`config.mk`:
```
export PLATFORM = sky130hd
export DESIGN_NAME = updown_counter_mod
export DESIGN_NICKNAME = d
export VERILOG_FILES = /design/src/rtl/updown_counter_mod.sv
export SDC_FILE = /design/constraint.sdc
export NUM_CORES = 1
export LEC_CHECK = 0
export BUFFER_PORTS_ARGS = -buffer_cell sky130_fd_sc_hd__buf_2
export CAP_MARGIN = 40
export CORE_MARGIN = 2
export CORE_UTILIZATION = 35
export DETAILED_ROUTE_END_ITERATION = 12
export PLACE_DENSITY = 0.57
export SYNTH_ARGS = -nofsm -noshare
export SYNTH_HDL_FRONTEND = slang
export SYNTH_SLANG_ARGS = --single-unit
```
`constraint.sdc`:
```
create_clock -name clk -period 2.23 [get_ports clk]
set_input_delay 0.1115 -clock clk [delete_from_list [all_inputs] [get_ports clk]]
set_output_delay 0.1115 -clock clk [all_outputs]
set_load 0.03 [all_outputs]
```
`src/rtl/updown_counter_mod.sv`:
```
// Parametrised up/down event counter with enable prescaler, synchronous load,
// programmable modulo and a one-shot mode that halts at the terminal value.
module updown_counter_mod #(
    parameter int WIDTH    = 8,
    parameter int MAX_VAL  = 255,
    parameter int PRESCALE = 1
) (
    input  logic             clk,
    input  logic             reset,
    input  logic             en,
    input  logic             up,
    input  logic             one_shot,
    input  logic             load,
    input  logic [WIDTH-1:0] load_val,
    output logic [WIDTH-1:0] qout,
    output logic             tc,
    output logic             done
);

    localparam int               PW       = (PRESCALE > 1) ? $clog2(PRESCALE) : 1;
    localparam logic [PW-1:0]    PRE_LAST = PW'(PRESCALE - 1);
    localparam logic [WIDTH-1:0] MAXV     = WIDTH'(MAX_VAL);

    localparam logic [0:0] ST_RUN  = 1'b0;
    localparam logic [0:0] ST_HALT = 1'b1;

    logic [0:0]    state;
    logic [PW-1:0] pre_cnt;
    logic          tick;
    logic          at_term;

    assign tick    = en && (pre_cnt == PRE_LAST);
    // Terminal value depends on the direction in force at the tick.
    assign at_term = up ? (qout == MAXV) : (qout == '0);

    always_ff @(posedge clk) begin
        if (reset) begin
            qout    <= '0;
            tc      <= 1'b0;
            done    <= 1'b0;
            pre_cnt <= '0;
            state   <= ST_RUN;
        end else if (load) begin
            qout    <= (load_val > MAXV) ? MAXV : load_val;
            tc      <= 1'b0;
            done    <= 1'b0;
            pre_cnt <= '0;
            state   <= ST_RUN;
        end else begin
            tc <= 1'b0;
            if (en) begin
                pre_cnt <= tick ? '0 : pre_cnt + PW'(1);
            end
            if (tick && (state == ST_RUN)) begin
                if (at_term) begin
                    tc <= 1'b1;
                    if (one_shot) begin
                        done  <= 1'b1;
                        state <= ST_HALT;
                    end else begin
                        qout <= up ? '0 : MAXV;
                    end
                end else begin
                    qout <= up ? qout + WIDTH'(1) : qout - WIDTH'(1);
                end
            end
        end
    end

endmodule

```
==> impl_metrics.toml, run 1 <==
[worst_setup_path]
r2r_setup_slack_ns = 0.10
worst-r2r-cell-count = 6
path_class = "reg -> reg"
critPathRequiredTime_ns = 2.39
r2r_start = "qout[4]"
reg2reg_to = "qout[7]"
crit_arrival_ns = 2.29
path_max_fanout = 5
cp-start-kind = "register"
end_kind = "register"

[placed_design]
routabilityCongestion = 0.793
dp_hpwl_um = 1850
io_buffers = 23

[clocking]
clkSlewWorstSetupHoldPaths_ns = 0.08
h-tree-depth = 1
cts_sinks = 11
numCtsBuffers = 3
cts_buffer_depth = 2
cts_tree = "done"
cts-root-buf = "clkbuf_4"
post_cts_buffers = 0
clock_latency_ns = 0.28

[sta]
tns_ns = 0
hold_ws_ns = 0.124
skew_ns = 0.00590
worst_pin_slew_ns = 0.654
slew_violations = 0
relSlewSlack = 0.553
final.min_clock_period_ns = 2.13
fmax_mhz = 470
rsz0062_at_grt = "false"
setup_viol = 0
period_share = 0.954
report.final.hold_viol_count = 0

[hold_path]
worstHoldPathType = "in -> reg"
whs_path_depth = 3
worstHoldStart = "load_val[1]"
min_to = "qout[1]"

[synth]
syn_area_um2 = 903
synth_seq_cells = 11
synth.most_common_cell = "dfxtp_1"
yosysWarnings = 0
post-synth-top-area-cell = "dfxtp_1"
mappedNetlistNets = 122
synth_flop_cell = "dfxtp_1"
yosys.area.top_type_share = 0.244
syn_avg_cell_area_um2 = 8.94
postSynth.asyncResetShare = 0
synth.area.top_cells = "dfxtp_1 (24%), ha_1 (8.3%), a2111oi_2 (5.0%)"
synth_edf_count = 0
yosysSeqAreaShare = 0.244
ys_types = 46
synth_common_cells = "dfxtp_1 (11), nor2_1 (10), a21oi_1 (7), nor2b_1 (7), ha_1 (6)"
syn_inst = 101

[global_routing]
grt_pass1_vias = 795
grt_pass1_wl_um = 3590
grt_remaining_overflow = 0
antenna_found_initial = 0
grt_max_degree = 23
grt_use_total = 0.173

[drt]
vias = 889
post_drt_wl_per_cell_um = 14.5
drt-total-wl_um = 2380
routed_via_density = 5.42
ant_nets = 0
first_iter_violations = 26
dr.pass1.iters = 4
drcViolationCount = 0

[power_and_ir_drop]
vdd_drop_max_mv = 0.420
powerDensity_mw_per_mm2 = 558
leakage_nw = 0.525

[layout]
n_antenna_cell = 0
fill_cells = 251
final_core_utilization = 0.466
syn2layout_area_growth_pct = 26.7
drive_gt1_frac = 0.388
layout.nets = 156

[floorplan]
num_rows = 18
coreArea_mm2 = 0.00245
initial_core_util = 0.368
dieArea_mm2 = 0.00300
die_w_um = 54.8
die_h_um = 54.8
io_pins = 24

[run_status]
outcome = "complete, no violations"

[job]
cap_viol_max_count = 0
-- sequential cells by signal, indices dropped and copies added, names as in the netlist --
register / flops
tc: 1
state: 1
qout: 8
pre_cnt: 1
-- cells in the final DEF (no fill, tap or decap), types with 2 or more instances in the layout --
cell / netlist / routed
inv_1: 2 / 2
a211oi_1: 3 / 3
and3_1: 2 / 2
nor2b_1: 7 / 7
o21ai_0: 2 / 2
dfxtp_1: 11 / 7
a2111oi_0: 4 / 4
nand2b_1: 2 / 2
nor3_1: 2 / 2
ha_1: 6 / 6
buf_2: 0 / 23
buf_4: 1 / 8
xnor2_1: 3 / 3
nor2_1: 10 / 10
mux2i_1: 2 / 2
a21oi_1: 7 / 7
dfxtp_2: 0 / 4
nand2_1: 3 / 3
a2111oi_2: 3 / 3
xor2_1: 2 / 2
or2_2: 2 / 2
clkbuf_4: 1 / 3
-- through the flow --
stage	power [mW]	cells	worst slack, ns	area (um^2)
after floorplan	0.415	101	0.0687	908
after global placement	0.490	159	0.0576	1100
after detailed placement	0.494	159	0.00976	1100
after CTS	0.645	164	0.0610	1140
after global routing	0.679	164	0.0187	1140
final	0.639	164	0.104	1140
-- worst max-delay path: stages, from the launching register on --
cell       delay, ns
dfxtp_2         0.33
ha_1            0.32
and3_1          0.20
a2111o_1        0.45
o31ai_2         0.23
mux2i_1         0.11
a2111oi_0       0.37
-- cell families (layout without fill, tap and decap cells) --
kind of cell    Yosys count  after routing  synth area share
simple gates             41             41             0.283
flops                    11             11             0.244
mux                       2              2            0.0222
buf+inv                   5             38            0.0291
compound gates           30             30             0.269
fa+ha+maj                 7              7             0.105
xor+xnor                  5              5            0.0485
-- power by group --
part | internal (mW) | total (mW) | leakage [nW] | switching (mW)
clock | 0.0666 | 0.145 | 0.0177 | 0.0784
sequential | 0.213 | 0.233 | 0.0920 | 0.0197
combinational | 0.118 | 0.261 | 0.416 | 0.144
-- what timing repair did --
item	in CTS	in global routing
setup endpoints to repair	0	1
hold buffers	1	0
gates resized for setup	0	1
hold endpoints to repair	1	0
-- area by class of cell --
| type | instances | area, um^2 | area share |
|---|---|---|---|
| Multi-Input combinational cell | 85 | 662 | 0.578 |
| Sequential cell | 11 | 225 | 0.197 |
| Clock buffer | 3 | 22.5 | 0.0197 |
| Inverter | 2 | 7.51 | 0.00656 |
| Timing Repair Buffer | 32 | 185 | 0.162 |
| Clock inverter | 1 | 5.00 | 0.00437 |
| Tap cell | 30 | 37.5 | 0.0328 |
-- worst max-delay path by stage --
stage | from | end | slack (ns)
after CTS | qout[4] | qout[7] | 0.06
after global routing | qout[0] | qout[6] | 0.02
after global placement | up | qout[7] | 0.06
after floorplan | qout[4] | qout[7] | 0.07
final | qout[4] | qout[7] | 0.10
after detailed placement | up | qout[7] | 0.01
-- layer usage --
metal / vias to the layer above / share of wire / GRT usage
met5: - / 0 / 0
met4: 0 / 0.0080 / 0.0500
met3: 4 / 0.060 / 0.0574
met2: 30 / 0.48 / 0.282
met1: 398 / 0.45 / 0.213
li1: 457 / - / -
Note: power is estimated with default switching activity, not from simulation.
==> inputs of run 2 (changes only) <==
--- a/config.mk
+++ b/config.mk
@@ -5,6 +5,7 @@
 export SDC_FILE = /design/constraint.sdc
 export NUM_CORES = 1
 export LEC_CHECK = 0
+export ABC_AREA = 1
 export BUFFER_PORTS_ARGS = -buffer_cell sky130_fd_sc_hd__buf_2
 export CAP_MARGIN = 40
 export CORE_MARGIN = 2
==> run 2 against run 1 <==
Net effect: utilization shrank 2.3 points; combinational power is essentially flat; non-clock buffer count shrank 9; sequential share of layout area grew 0.40 points; critical path depth grew 2; global-route usage shrank 1.5 points; count of clock-buffer cells in the layout grew 1; die area grew 1.9%; hold slack lost 0.10 ns; critical path type unchanged; largest cell class unchanged; largest power group unchanged; highest routed layer unchanged.
==> impl_metrics.toml, run 2 <==
[synth]
synth_seq_cells = 11
synth_flop_cell = "dfxtp_1"
post-synth-top-area-cell = "dfxtp_1"
mappedNetlistNets = 168
syn_inst = 147
yosysWarnings = 0
yosys.area.top_type_share = 0.239
postSynth.asyncResetShare = 0
synth.area.top_cells = "dfxtp_1 (24%), nand2_1 (15%), nor2_1 (11%)"
synth_edf_count = 0
yosysSeqAreaShare = 0.239
synth.most_common_cell = "nand2_1"
ys_types = 26
syn_area_um2 = 922
synth_common_cells = "nand2_1 (36), nor2_1 (26), inv_1 (17)"
syn_avg_cell_area_um2 = 6.27

[sta]
rsz0062_at_grt = "false"
tns_ns = 0
skew_ns = 0.00400
relSlewSlack = 0.826
setup_slack_ns = 0.650
fmax_mhz = 633
report.final.hold_viol_count = 0
hold_ws_ns = 0.0241
period_share = 0.708
final.min_clock_period_ns = 1.58
slew_violations = 0
setup_viol = 0
worst_pin_slew_ns = 0.261

[layout]
final_cell_mix = "nand2_1 (36), nor2_1 (26), buf_2 (23)"
drive_gt1_frac = 0.249
n_antenna_cell = 0
fin_cells = 203
syn2layout_area_growth_pct = 19.0
fin_area_mm2 = 0.00110
largest_register = "qout"
final_common_cell = "nand2_1"
final_core_utilization = 0.443
layout.nets = 195
fill_cells = 279
largest_reg_flops = 8

[global_routing]
grt_pass1_wl_um = 4020
antenna_found_initial = 0
grt_pass1_vias = 941
grt_use_total = 0.158
grt_remaining_overflow = 0
grt_max_degree = 10

[floorplan]
initial_core_util = 0.372
die_w_um = 55.3
coreArea_mm2 = 0.00248
io_pins = 24
dieArea_mm2 = 0.00306
die_h_um = 55.3
num_rows = 18

[drt]
drcViolationCount = 0
ant_nets = 0
drt-total-wl_um = 2250
dr.pass1.iters = 4
vias = 1001
post_drt_wl_per_cell_um = 11.1
routed_via_density = 4.93
first_iter_violations = 15

[clocking]
cts_hold_buf = 0
cts_buffer_depth = 2
h-tree-depth = 1
clock_latency_ns = 0.27
clkSlewWorstSetupHoldPaths_ns = 0.07
post_cts_buffers = 0
cts_sinks = 11
numCtsBuffers = 3
cts_tree = "done"
cts_resized = 0
cts-root-buf = "clkbuf_4"

[run_status]
outcome = "complete, no violations"

[placed_design]
place_area_mm2 = 0.00107
io_buffers = 23
dp_hpwl_um = 1860
pre_cts_ws_ns = 0.656
routabilityCongestion = 0.772
dpl.cell_count = 199

[power_and_ir_drop]
leakage_nw = 0.577
total_power_uw = 637
vdd_drop_max_mv = 0.489
powerDensity_mw_per_mm2 = 580

[hold_path]
whs_path_depth = 2
min_to = "pre_cnt"
worstHoldPathType = "in -> reg"
worstHoldStart = "en"

[worst_setup_path]
worst-r2r-cell-count = 8
cp-start-kind = "register"
path_max_fanout = 5
reg2reg_to = "qout[5]"
crit_arrival_ns = 1.78
worstSetupStartpoint = "qout[4]"
r2r_setup_slack_ns = 0.65
critPathRequiredTime_ns = 2.43
path_class = "reg -> reg"
r2r_start = "qout[4]"
end_kind = "register"

[job]
cap_viol_max_count = 0
-- run 2: cell count changes after synthesis, moves of 3 or more --
cell	previous run	this run
a2111oi_0	4	0
inv_1	2	17
a211oi_1	3	0
nor2b_1	7	0
nand3_1	1	12
nor2_1	10	26
nor2_2	0	4
a2111oi_2	3	0
a21oi_1	7	11
nand2_1	3	36
-- run 2: cell families (layout without fill, tap and decap cells) --
| kind of cell | after synthesis | after routing | synth area share |
|---|---|---|---|
| AND/OR/NAND/NOR | 86 | 86 | 0.417 |
| AO/OA/AOI/OAI | 20 | 20 | 0.129 |
| buffers and inverters | 20 | 46 | 0.0841 |
| flip-flops | 11 | 11 | 0.239 |
| adder cells (fa/ha/maj) | 7 | 7 | 0.103 |
| XOR/XNOR | 3 | 3 | 0.0285 |
-- run 2: power breakdown --
| part | switching [mW] | total [mW] | leakage, nW | internal [mW] |
|---|---|---|---|---|
| Clock | 0.0683 | 0.137 | 0.0150 | 0.0692 |
| Sequential | 0.0248 | 0.237 | 0.0908 | 0.212 |
| Combinational | 0.164 | 0.262 | 0.471 | 0.0977 |
-- run 2: how the worst max path moves through the flow --
stage                     cells after the start      end  slack (ns)
after global routing                         10  qout[6]        0.49
after floorplan                               8  qout[7]        0.60
final                                         8  qout[5]        0.65
after CTS                                     8  qout[7]        0.64
after global placement                        8  qout[7]        0.69
after detailed placement                      8  qout[7]        0.66
-- run 2: cell type report --
class | count | area (um^2) | share of cell area
multi-input cells | 116 | 624 | 0.569
flip-flops and latches | 11 | 220 | 0.201
repair buffers | 23 | 115 | 0.105
inverters | 19 | 73.8 | 0.0673
well taps | 30 | 37.5 | 0.0342
clock buffers | 4 | 26.3 | 0.0239
-- run 2: per-layer routing --
layer  track usage  vias to the layer above  wire length (um)
met1         0.200                      437              1040
li1              -                      523                 -
met5             0                        -                 0
met2         0.260                       37              1010
met4        0.0279                        0                23
met3        0.0562                        4               176
-- run 2: critical path, cell delays in order, from the launching register on --
cell     delay, ns
dfxtp_1       0.45
ha_1          0.33
a21oi_1       0.25
nand2_1       0.08
nand2_1       0.06
nand3_1       0.10
nand2_1       0.08
nand2_1       0.05
a21oi_1       0.11
